### src/rtl/trap_span_walker_if.sv
// trap_span_walker_if: span output handshake between the walker and the span filler.
//   span_valid/span_ready : valid/ready transfer handshake
//   span_y/xl/xr          : span row and inclusive x bounds
interface trap_span_walker_if;
  logic       span_valid;
  logic       span_ready;
  logic [7:0] span_y;
  logic [7:0] span_xl;
  logic [7:0] span_xr;
  modport master (output span_valid, span_y, span_xl, span_xr, input span_ready);
  modport slave  (input span_valid, span_y, span_xl, span_xr, output span_ready);
endinterface

### src/rtl/trap_span_walker.sv
// trap_span_walker: latches a trapezoid descriptor and emits one clamped span per row.
//   clk, rst_n (async active-low); start + descriptor (y_top, height, xl_top, xr_top, slope_l, slope_r)
//   mul_a/mul_b/mul_p : time-shared external signed multiplier (slope x row)
//   span              : span handshake (master side)
//   busy, done        : walk in progress / one-cycle completion pulse
module trap_span_walker #(
  parameter int FRAC = 4
) (
  input  logic        clk,
  input  logic        rst_n,
  input  logic        start,
  input  logic [7:0]  y_top,
  input  logic [7:0]  height,
  input  logic [7:0]  xl_top,
  input  logic [7:0]  xr_top,
  input  logic [8:0]  slope_l,
  input  logic [8:0]  slope_r,
  output logic [8:0]  mul_a,
  output logic [8:0]  mul_b,
  input  logic [17:0] mul_p,
  output logic        busy,
  output logic        done,
  trap_span_walker_if.master span
);
  typedef enum logic [2:0] {IDLE, MUL_L, MUL_R, EMIT, DONE} state_t;
  state_t state, state_d;
  logic [7:0] y_q, h_q, xl_top_q, xr_top_q, r, xl_n, xr_n, y_span, x_c;
  logic [8:0] sl_q, sr_q;
  logic signed [17:0] sum;
  logic valid_q, last, skip, advance;
  // Both edges share one adder and clamp; MUL_R selects the right-edge base.
  always_comb begin
    sum = $signed({10'd0, state == MUL_R ? xr_top_q : xl_top_q}) + ($signed(mul_p) >>> FRAC);
    x_c = sum < 0 ? 8'd0 : sum > 18'sd255 ? 8'd255 : sum[7:0];
    last = r == h_q - 8'd1;
    skip = state == MUL_R && xl_n > x_c;
    advance = skip || (state == EMIT && span.span_ready);
    mul_a = state == MUL_L ? sl_q : state == MUL_R ? sr_q : 9'd0;
    mul_b = state == MUL_L || state == MUL_R ? {1'b0, r} : 9'd0;
    state_d = state;
    case (state)
      IDLE:  state_d = start ? (height == 8'd0 ? DONE : MUL_L) : IDLE;
      MUL_L: state_d = MUL_R;
      MUL_R: state_d = skip ? (last ? DONE : MUL_L) : EMIT;
      EMIT:  state_d = span.span_ready ? (last ? DONE : MUL_L) : EMIT;
      DONE:  state_d = IDLE;
      default: state_d = IDLE;
    endcase
  end
  always_ff @(posedge clk or negedge rst_n) begin
    if (!rst_n) begin
      state <= IDLE;
      r <= '0;
      y_q <= '0;
      h_q <= '0;
      xl_top_q <= '0;
      xr_top_q <= '0;
      sl_q <= '0;
      sr_q <= '0;
      xl_n <= '0;
      xr_n <= '0;
      y_span <= '0;
      valid_q <= 1'b0;
      busy <= 1'b0;
      done <= 1'b0;
    end else begin
      state <= state_d;
      valid_q <= state_d == EMIT;
      busy <= state_d != IDLE;
      done <= state_d == DONE;
      if (state == IDLE && start) begin
        y_q <= y_top;
        h_q <= height;
        xl_top_q <= xl_top;
        xr_top_q <= xr_top;
        // The multiplier cannot negate -256, so it is pulled in to -255.
        sl_q <= slope_l == 9'h100 ? 9'h101 : slope_l;
        sr_q <= slope_r == 9'h100 ? 9'h101 : slope_r;
        r <= '0;
      end
      if (state == MUL_L) xl_n <= x_c;
      if (state == MUL_R) begin
        xr_n <= x_c;
        y_span <= y_q + r;
      end
      if (advance && !last) r <= r + 8'd1;
    end
  end
  assign span.span_valid = valid_q;
  assign span.span_y = y_span;
  assign span.span_xl = xl_n;
  assign span.span_xr = xr_n;
endmodule
### src/flat_wrapper.sv
// flat-port wrapper written by rule: the top's interface ports become plain ports
module trap_span_walker_flat 
#(
  parameter int FRAC = 4
)
  (clk, rst_n, start, y_top, height, xl_top, xr_top, slope_l, slope_r, mul_a, mul_b, mul_p, busy, done, span_span_valid, span_span_y, span_span_xl, span_span_xr, span_span_ready);
  trap_span_walker_if span_i ();
  input  logic clk;
  input  logic rst_n;
  input  logic start;
  input  logic [7:0] y_top;
  input  logic [7:0] height;
  input  logic [7:0] xl_top;
  input  logic [7:0] xr_top;
  input  logic [8:0] slope_l;
  input  logic [8:0] slope_r;
  output logic [8:0] mul_a;
  output logic [8:0] mul_b;
  input  logic [17:0] mul_p;
  output logic busy;
  output logic done;
  output wire logic [$bits(span_i.span_valid)-1:0] span_span_valid;
  output wire logic [$bits(span_i.span_y)-1:0] span_span_y;
  output wire logic [$bits(span_i.span_xl)-1:0] span_span_xl;
  output wire logic [$bits(span_i.span_xr)-1:0] span_span_xr;
  input wire logic [$bits(span_i.span_ready)-1:0] span_span_ready;
  assign span_span_valid = span_i.span_valid;
  assign span_span_y = span_i.span_y;
  assign span_span_xl = span_i.span_xl;
  assign span_span_xr = span_i.span_xr;
  assign span_i.span_ready = span_span_ready;
  trap_span_walker #(.FRAC(FRAC)) u_core (.clk(clk), .rst_n(rst_n), .start(start), .y_top(y_top), .height(height), .xl_top(xl_top), .xr_top(xr_top), .slope_l(slope_l), .slope_r(slope_r), .mul_a(mul_a), .mul_b(mul_b), .mul_p(mul_p), .busy(busy), .done(done), .span(span_i));
endmodule
### config.mk
export PLATFORM = sky130hd
export DESIGN_NAME = trap_span_walker_flat
export DESIGN_NICKNAME = d
export VERILOG_FILES = /design/src/rtl/trap_span_walker_if.sv /design/src/rtl/trap_span_walker.sv /design/src/flat_wrapper.sv
export SDC_FILE = /design/constraint.sdc
export NUM_CORES = 1
export LEC_CHECK = 0
export CAP_MARGIN = 25
export CORE_MARGIN = 2
export CORE_UTILIZATION = 52
export CTS_BUF_LIST = sky130_fd_sc_hd__clkbuf_2
export DETAILED_ROUTE_END_ITERATION = 8
export MAX_ROUTING_LAYER = met4
export PLACE_DENSITY = 0.83
export REMOVE_ABC_BUFFERS = 1
export SYNTH_ARGS = -nofsm -noshare
export SYNTH_HDL_FRONTEND = slang
export SYNTH_SLANG_ARGS = --single-unit
### constraint.sdc
create_clock -name clk -period 5.95 [get_ports clk]
set_input_delay 1.19 -clock clk [delete_from_list [all_inputs] [get_ports clk]]
set_output_delay 1.19 -clock clk [all_outputs]
set_load 0.005 [all_outputs]
---- Word-level counts from Yosys, hierarchy flattened ----
Index checks and enable logic that the tools add are counted.
word-level totals
  bits in writable memories ............... 0
  output and inout bits ................... 45
  ROM bits ................................ 0
  latch bits .............................. 0
  memories ................................ 0
  register bits ........................... 88
cells by class
  reductions and logical operators ........ 11
  mux-type cells .......................... 16
  divide/modulo/power cells ............... 0
  add/subtract/negate cells ............... 4
  bitwise logic cells ..................... 0
  multipliers ............................. 0
  order comparisons ....................... 3
  equal/unequal tests ..................... 8
  shift-type cells ........................ 0
operators by type and width
  operator             number
  $mux 8               6
  $mux 9               4
  $eq 9x9->1 const B   2
  $add 9x14->15        1
  $gt 15x9->1 const B  1
  $lt 15x1->1 const B  1
  $mux 3               5
  $pmux 3 s4           1
  $eq 3x2->1 const B   3
  $add 8x1->8 const B  1
  $add 8x8->8          1
  $eq 8x8->1           1
  $gt 8x8->1           1
  $logic_not 8->1      1
  $sub 8x1->8 const B  1
  $logic_and 1x1->1    4
  $eq 3x1->1 const B   1
  $eq 3x3->1 const B   1
  $logic_not 3->1      1
  $reduce_bool 3->1    1
  $logic_or 1x1->1     2
  $reduce_bool 2->1    1
  $logic_not 1->1      1

---- Depth between registers and ports, before layout ----
Gate-level depths: netlist of run 1.
  depth in word-level cells ............... 11
  depth in mapped cells ................... 25
  mapped depth without buffers ............ 21

---- Worst setup path after synthesis of run 1 ----
OpenSTA, ideal clock, no wires.
  path type ............................... reg2reg
  from .................................... reg u_core.state[0]
  to ...................................... reg u_core.r[1]
  data arrival time ....................... 5.293 ns
  buffers on the path ..................... 4
  cell stages (with the launch flop) ...... 25
  setup time .............................. 0.125 ns
  setup slack ............................. 0.532 ns
  cells stage by stage .................... dfrtp_1 clkbuf_1 nor2b_1 and2_1 clkbuf_1 clkbuf_1 nand2_1 nand2_1 ha_1 inv_1 fa_1 and2b_1 o2111ai_2 nand4_1 or3b_1 a2bb2oi_2 o31ai_1 ha_1 nor2b_1 o211ai_1 a21oi_1 o31ai_1 a211o_1 buf_2 mux2_2
on the way
  longest elaborated chain between the ends .. 11
ends and longest elaborated chain
  what                                                line                                            source
  from (decl)                                         trap_span_walker.sv:26                          state_t state, state_d;
  from (signal assigned)                              trap_span_walker.sv:67                          state <= state_d;
  $eq 3x2->1                                          trap_span_walker.sv:33, trap_span_walker.sv:36
  $mux 8                                              trap_span_walker.sv:33                          sum = $signed({10'd0, state == MUL_R ? xr_top_q : xl_top_q}) + ($signed(mul_p) >>> FRAC);
  $add 9x14->15                                       trap_span_walker.sv:33
  $gt 15x9->1                                         trap_span_walker.sv:34                          x_c = sum < 0 ? 8'd0 : sum > 18'sd255 ? 8'd255 : sum[7:0];
  $mux 8 (2 in series)                                trap_span_walker.sv:34
  $gt 8x8->1                                          trap_span_walker.sv:36                          skip = state == MUL_R && xl_n > x_c;
  $logic_and 1x1->1                                   trap_span_walker.sv:36
  $logic_or 1x1->1                                    trap_span_walker.sv:37                          advance = skip || (state == EMIT && span.span_ready);
  $logic_and 1x1->1                                   trap_span_walker.sv:86                          if (advance && !last) r <= r + 8'd1;
  $mux 8 / $reduce_bool 2->1 (equally long branches)  -
  to (signal assigned)                                trap_span_walker.sv:86
  to (decl)                                           trap_span_walker.sv:27                          logic [7:0] y_q, h_q, xl_top_q, xr_top_q, r, xl_n, xr_n, y_span, x_c;
Several ways; a longest one is shown, not always the timed one.
A chain may end at the register's enable or synchronous reset.

---- Worst setup path after layout of run 1 ----
  from .................................... reg u_core.state[0]
  to ...................................... reg u_core.r[5]
The elaborated chain is that of the path after synthesis.

==> results of run 1 <==
## kinds of logic after synthesis
group                    Yosys count
AO/OA/AOI/OAI                    108
XOR/XNOR                          24
adder cells (fa/ha/maj)           28
buffers and inverters             34
flip-flops                        88
multiplexers                      50
other                              1
AND/OR/NAND/NOR                  163
## cells in the mapped netlist (all sizes together), types with 4 or more instances
cell / count / area share (%)
dfrtp: 88 / 44
nand2: 67 / 5.0
mux2: 48 / 11
o21ai: 33 / 3.3
nor2: 28 / 2.1
ha: 26 / 6.5
a21oi: 20 / 2.2
clkbuf: 16 / 1.2
inv: 14 / 1.1
xnor2: 14 / 2.5
nand3: 13 / 1.3
nor2b: 13 / 1.6
o31ai: 11 / 1.7
a22o: 10 / 1.8
xor2: 10 / 1.8
a21o: 9 / 1.4
nor3: 8 / 0.80
nand4: 6 / 0.75
a211o: 5 / 0.88
nand2b: 5 / 0.63
nor4: 5 / 0.63
and3: 4 / 0.50
buf: 4 / 0.58
## layer usage
| metal | vias up | wire length (microns) | GRT usage [%] |
|---|---|---|---|
| met3 | 16 | 372 | 3.08 |
| met1 | 1986 | 5410 | 31.6 |
| met4 | 0 | 159 | 7.28 |
| li1 | 1990 | - | - |
| met2 | 89 | 5710 | 39.5 |
| met5 | - | 0 | - |
## flip-flops by register name, indices dropped and copies added, names as in the netlist
signal / count
u_core.span.span_xr: 8
u_core.span.span_valid: 1
u_core.done: 1
u_core.span.span_xl: 8
u_core.h_q: 8
u_core.state: 3
u_core.xl_top_q: 8
u_core.y_q: 8
u_core.span.span_y: 8
u_core.r: 8
u_core.sl_q: 9
u_core.sr_q: 9
u_core.xr_top_q: 8
u_core.busy: 1
## report_power, final
| part | total [W] | internal, W | switching [W] |
|---|---|---|---|
| sequential | 0.00110 | 0.000877 | 0.000221 |
| combinational | 0.00179 | 0.000928 | 0.000867 |
| clock | 0.000307 | 0.0000964 | 0.000210 |
| total | 0.00320 | 0.00190 | 0.00130 |
## critical path, stage by stage (launching register included)
cell       delay (ns)
dfrtp_1          0.54
nor2b_1          0.21
and2_1           0.24
buf_4            0.23
nand2_1          0.07
nand2_1          0.06
ha_1             0.16
inv_1            0.06
fa_1             0.39
and2b_1          0.26
o2111ai_2        0.19
a21boi_0         0.26
o21ai_0          0.11
a211o_1          0.41
o31ai_1          0.33
ha_1             0.31
nor2b_1          0.14
o211ai_1         0.18
a21oi_1          0.11
o31ai_1          0.33
a211o_1          0.28
buf_4            0.22
nor3_1           0.07
a211o_1          0.28
## worst paths after layout
kind                       slack, ns                                 end
max                             0.43             u_core.r[5]$_DFFE_PN0P_
min                             0.52  u_core.span.span_xr[4]$_DFFE_PN0P_
max reg2reg                     0.43             u_core.r[5]$_DFFE_PN0P_
min reg2reg                     0.52  u_core.span.span_xr[4]$_DFFE_PN0P_
max in group asynchronous       4.77      u_core.xl_top_q[7]$_DFFE_PN0P_
min in group asynchronous       0.56   u_core.span.span_y[6]$_DFFE_PN0P_
## through the flow
step	area (sq um)	hold WS, ns	TNS (ns)
floorplan	4910	0.443	-106.83
global placement	6240	0.464	0
detailed placement	6270	0.473	0
CTS	6390	0.522	0
global route	6390	0.492	0
finish	6390	0.518	0
## layout make-up
| cell class | count | area (sq um) |
|---|---|---|
| multi-input combinational | 374 | 2660 |
| inverter | 14 | 52.6 |
| fill | 741 | 2900 |
| tap | 129 | 161 |
| clock inverter | 7 | 70.1 |
| clock buffer | 9 | 45.0 |
| sequential | 88 | 2200 |
| timing repair buffer | 120 | 1200 |
==> metrics.txt, run 1 <==
VDD IR max 0.243 mV; Mean Syn Cell Area 10.1 sq um; Setup Fix Bufs, Post-CTS 0; Synthesis Warnings 0; Setup violations, final 0; Slew Viols, Final 0; share of synthesized cell area in full adder, half adder and majority cells approximately 7.3%; Clock Latency Late Sink slightly above 0.5 ns; initial antenna violation count 0; Iter 0 DRT Violations 129; multiplexer area fraction after synthesis 11.2%; Fin Clk Skew between 0.02 and 0.025 ns; number of synthesized flops with an enable pin 0; # Max-Cap Violations 0; CTS root buf clkbuf_2; synthesized area 5000 sq um; R2R Path Start u_core.state[0]$_DFF_PN0_; final worst-path cycle share 92.7%; outcome finished clean; largest net degree at the start of global routing 62; vias in the first global route 4162; CTS tree built; Power Density 501 nW/um^2; DRC Markers 0; GR Overflow Total 0; clk sink count about 90; Tot Pwr approximately 0.0032 W; leakage power 2.76 nW; Worst slew margin 50.2%; # rows 35; WL/cell between 15 and 20 microns; most common cell after layout, fill and taps aside clkdlybuf4s50_1; final antenna-violating net count 0; detailed placer's ending HPWL just under 9000 microns; largest family of logic cells by synthesized area simple AND/OR/NAND/NOR gates; Hold WC Path Type reg -> reg; clk buf depth 2; CTS Buf Count 9; pre-CTS WS 0.124 ns; Crit path required time 6.38 ns; commonest cells after routing, fill and taps aside clkdlybuf4s50_1, dfrtp_1, nand2_1, mux2_2, o21ai_0; CTS hold repair buffers 0; core area 9280 sq um; Max FO, Critical Path 12; worst reg-to-reg path cell count 23; critical path endpoint category register; diodes inserted 0; DRT Pass-1 Iters 5; # resized after CTS 0; asr flop ratio synth between 90% and 100%; fin crit period 5.52 ns; Vias 4081; Netlist cell types 51; PortBufs 111; top achievable clock speed 181 MHz; die span in y 102 microns; compound-cell area share of the yosys netlist 14.7%; cell count after synthesis 496; Slew @ Worst Pin 0.747 ns; Final nets 707; CP arrival 5.95 ns; I/O pin count 117; GRT Util Overall approximately 24%; Placer Congestion between 0.8 and 0.9; Worst Path Class, Setup reg -> reg; utilization after layout a little under 70%; sequential fraction of the synthesis area ~44%; final WL ~12000 microns; crit start category register; share of cells above drive strength 1 12.7%; XOR/XNOR share of the synthesized area 4.21%; Area Overhead vs Synth 27.8%; critical hold path startpoint u_core.span.span_xr[4]$_DFFE_PN0P_; post-synthesis register bit count 88; Post-Synth Simple-Gate Area approximately 16%; H-tree Lvls 3; Vias per Instance 5.51; Final Hold Fails 0; first-pass GRT wire length 19300 microns; worst setup path start u_core.state[0]$_DFF_PN0_; die width 102 microns; Final WS setup 0.435 ns; dpl cells 725; Synth Flop Type dfrtp_1; Initial Util 53.8%; RSZ-0062 raised after global routing no; Min-Delay Path Depth 2; clock-pin slew on the worst setup and hold paths 0.25 ns; Die Area 10400 sq um; Final Non-Filler Cells 741
(Power assumes the default switching activity.)
==> run 2, diff against run 1 <==
Settings changed: ABC_CLOCK_PERIOD_IN_PS set to 5950, GPL_TIMING_DRIVEN set to 0.
==> metrics.txt, run 2 (synthesized netlist as in run 1, its figures left out) <==
Final Hold Fails 0 (unchanged); most common cell after layout, fill and taps aside clkdlybuf4s50_1 (unchanged); Die Area 10400 sq um (unchanged); Worst Path Class, Setup reg -> reg (unchanged); Initial Util 53.8% (unchanged); final worst-path cycle share 94.4% (was 92.7%); Clock Latency Late Sink 0.50 ns (was 0.51 ns); core area 9280 sq um (unchanged); Max FO, Critical Path 20 (was 12); DRT Pass-1 Iters 5 (unchanged); Final nets 707 (unchanged); CTS root buf clkbuf_2 (unchanged); clk buf depth 2 (unchanged); Power Density 500 nW/um^2 (was 501 nW/um^2); largest net degree at the start of global routing 48 (was 62); Placer Congestion 0.838 (was 0.875); Worst slew margin 45.4% (was 50.2%); # Max-Cap Violations 0 (unchanged); Vias per Instance 5.65 (was 5.51); detailed placer's ending HPWL 8920 microns (was 8810 microns); Crit path required time 6.40 ns (was 6.38 ns); Final Non-Filler Cells 741 (unchanged); Slew Viols, Final 0 (unchanged); clk sink count 88 (unchanged); final antenna-violating net count 0 (unchanged); leakage power 2.79 nW (was 2.76 nW); Fin Clk Skew 0.0193 ns (was 0.0238 ns); CTS tree built (unchanged); Iter 0 DRT Violations 248 (was 129); die width 102 microns (unchanged); Area Overhead vs Synth 28.9% (was 27.8%); final WL 11700 microns (about the same); Vias 4188 (was 4081); Final WS setup 0.331 ns (was 0.435 ns); clock-pin slew on the worst setup and hold paths 0.22 ns (was 0.25 ns); Tot Pwr 0.00322 W (was 0.00320 W); Hold WC Path Type reg -> reg (unchanged); largest registers u_core.sl_q: 9 flops, u_core.sr_q: 9 flops (unchanged); Setup Fix Bufs, Post-CTS 0 (unchanged); commonest cells after routing, fill and taps aside clkdlybuf4s50_1, dfrtp_1, nand2_1, mux2_2, o21ai_0 (unchanged); I/O pin count 117 (unchanged); # rows 35 (unchanged); pre-CTS WS -0.290 ns (was 0.124 ns); dpl cells 725 (unchanged); CP arrival 6.06 ns (was 5.95 ns); die span in y 102 microns (unchanged); share of cells above drive strength 1 14.4% (was 12.7%); PortBufs 111 (unchanged); first-pass GRT wire length 19400 microns (was 19300 microns); GR Overflow Total 0 (unchanged); GRT Util Overall 24.4% (was 24.1%); H-tree Lvls 3 (unchanged); outcome finished clean (unchanged); CTS Buf Count 9 (unchanged); vias in the first global route 4149 (was 4162); Slew @ Worst Pin 0.814 ns (was 0.747 ns); crit start category register (unchanged); Setup violations, final 0 (unchanged); VDD IR max 0.259 mV (was 0.243 mV); DRC Markers 0 (unchanged); top achievable clock speed 178 MHz (was 181 MHz); CTS hold repair buffers 0 (unchanged); initial antenna violation count 0 (unchanged); fin crit period 5.62 ns (was 5.52 ns); critical path endpoint category register (unchanged); WL/cell 15.8 microns (was 15.7 microns); diodes inserted 0 (unchanged)
==> run 2: worst paths after layout <==
check / start / to / slack [ns] / cells past startpoint
worst max-delay path: u_core.state[0]$_DFF_PN0_ / u_core.r[6]$_DFFE_PN0P_ / 0.33 / 21
worst min-delay path: u_core.span.span_xr[2]$_DFFE_PN0P_ / u_core.span.span_xr[2]$_DFFE_PN0P_ / 0.51 / 2
worst max register to register: u_core.state[0]$_DFF_PN0_ / u_core.r[6]$_DFFE_PN0P_ / 0.33 / 21
worst min register to register: u_core.span.span_xr[2]$_DFFE_PN0P_ / u_core.span.span_xr[2]$_DFFE_PN0P_ / 0.51 / 2
max in group asynchronous: rst_n / u_core.span.span_xl[2]$_DFFE_PN0P_ / 4.70 / 2
min in group asynchronous: rst_n / u_core.span.span_y[6]$_DFFE_PN0P_ / 0.63 / 1
==> run 2: routing by layer <==
layer  vias to the layer above  track usage (%)  wire length (microns)
met5                         -                -                      0
met4                         0             8.82                    265
met3                        27             3.69                    480
met2                       130             39.3                   5930
met1                      2033             31.6                   5050
li1                       1998                -                      -
==> run 2: what timing repair did <==
action	4_1_cts	5_1_grt
gates resized for setup	3	9
hold endpoints to repair	0	0
setup endpoints to repair	8	8
==> run 2: critical path, stage by stage, from the launching register on <==
cell and delay (ns):
dfrtp_1 0.53, nor2b_1 0.32, and2_4 0.38, nand2_1 0.09, nand2_1 0.06, ha_1 0.15, inv_1 0.05, fa_1 0.39
and2b_1 0.27, o2111ai_2 0.19, a21oi_1 0.23, nor2_1 0.06, o21ai_1 0.65, o31ai_2 0.20, ha_1 0.34, nor2b_1 0.14
o211ai_1 0.15, a21oi_1 0.12, o31ai_2 0.40, a211o_2 0.34, nor2b_2 0.31, a211o_1 0.16
==> run 2: final cells by class <==
type | count | area [sq um]
Clock buffer | 11 | 55.1
Clock inverter | 5 | 47.5
Fill cell | 737 | 2840
Inverter | 14 | 52.6
Multi-Input combinational cell | 374 | 2700
Sequential cell | 88 | 2200
Tap cell | 129 | 161
Timing Repair Buffer | 120 | 1220
==> run 2: stage by stage <==
stage | instance area [sq um] | setup TNS, ns | utilization [%] | hold slack, ns
6_report | 6440 | 0 | 69.4 | 0.509
5_1_grt | 6440 | -0.526 | 69.4 | 0.548
4_1_cts | 6400 | 0 | 69.0 | 0.518
3_5_place_dp | 6290 | -1.81 | 67.8 | 0.470
3_3_place_gp | 6180 | -305.55 | 66.6 | 0.462
2_1_floorplan | 4910 | -106.83 | - | 0.443
==> run 2: where the power goes <==
group / internal (W) / switching, W / total (W)
Sequential: 0.000877 / 0.000214 / 0.00109
Combinational: 0.000942 / 0.000895 / 0.00184
Clock: 0.0000968 / 0.000197 / 0.000294
Total: 0.00192 / 0.00131 / 0.00322
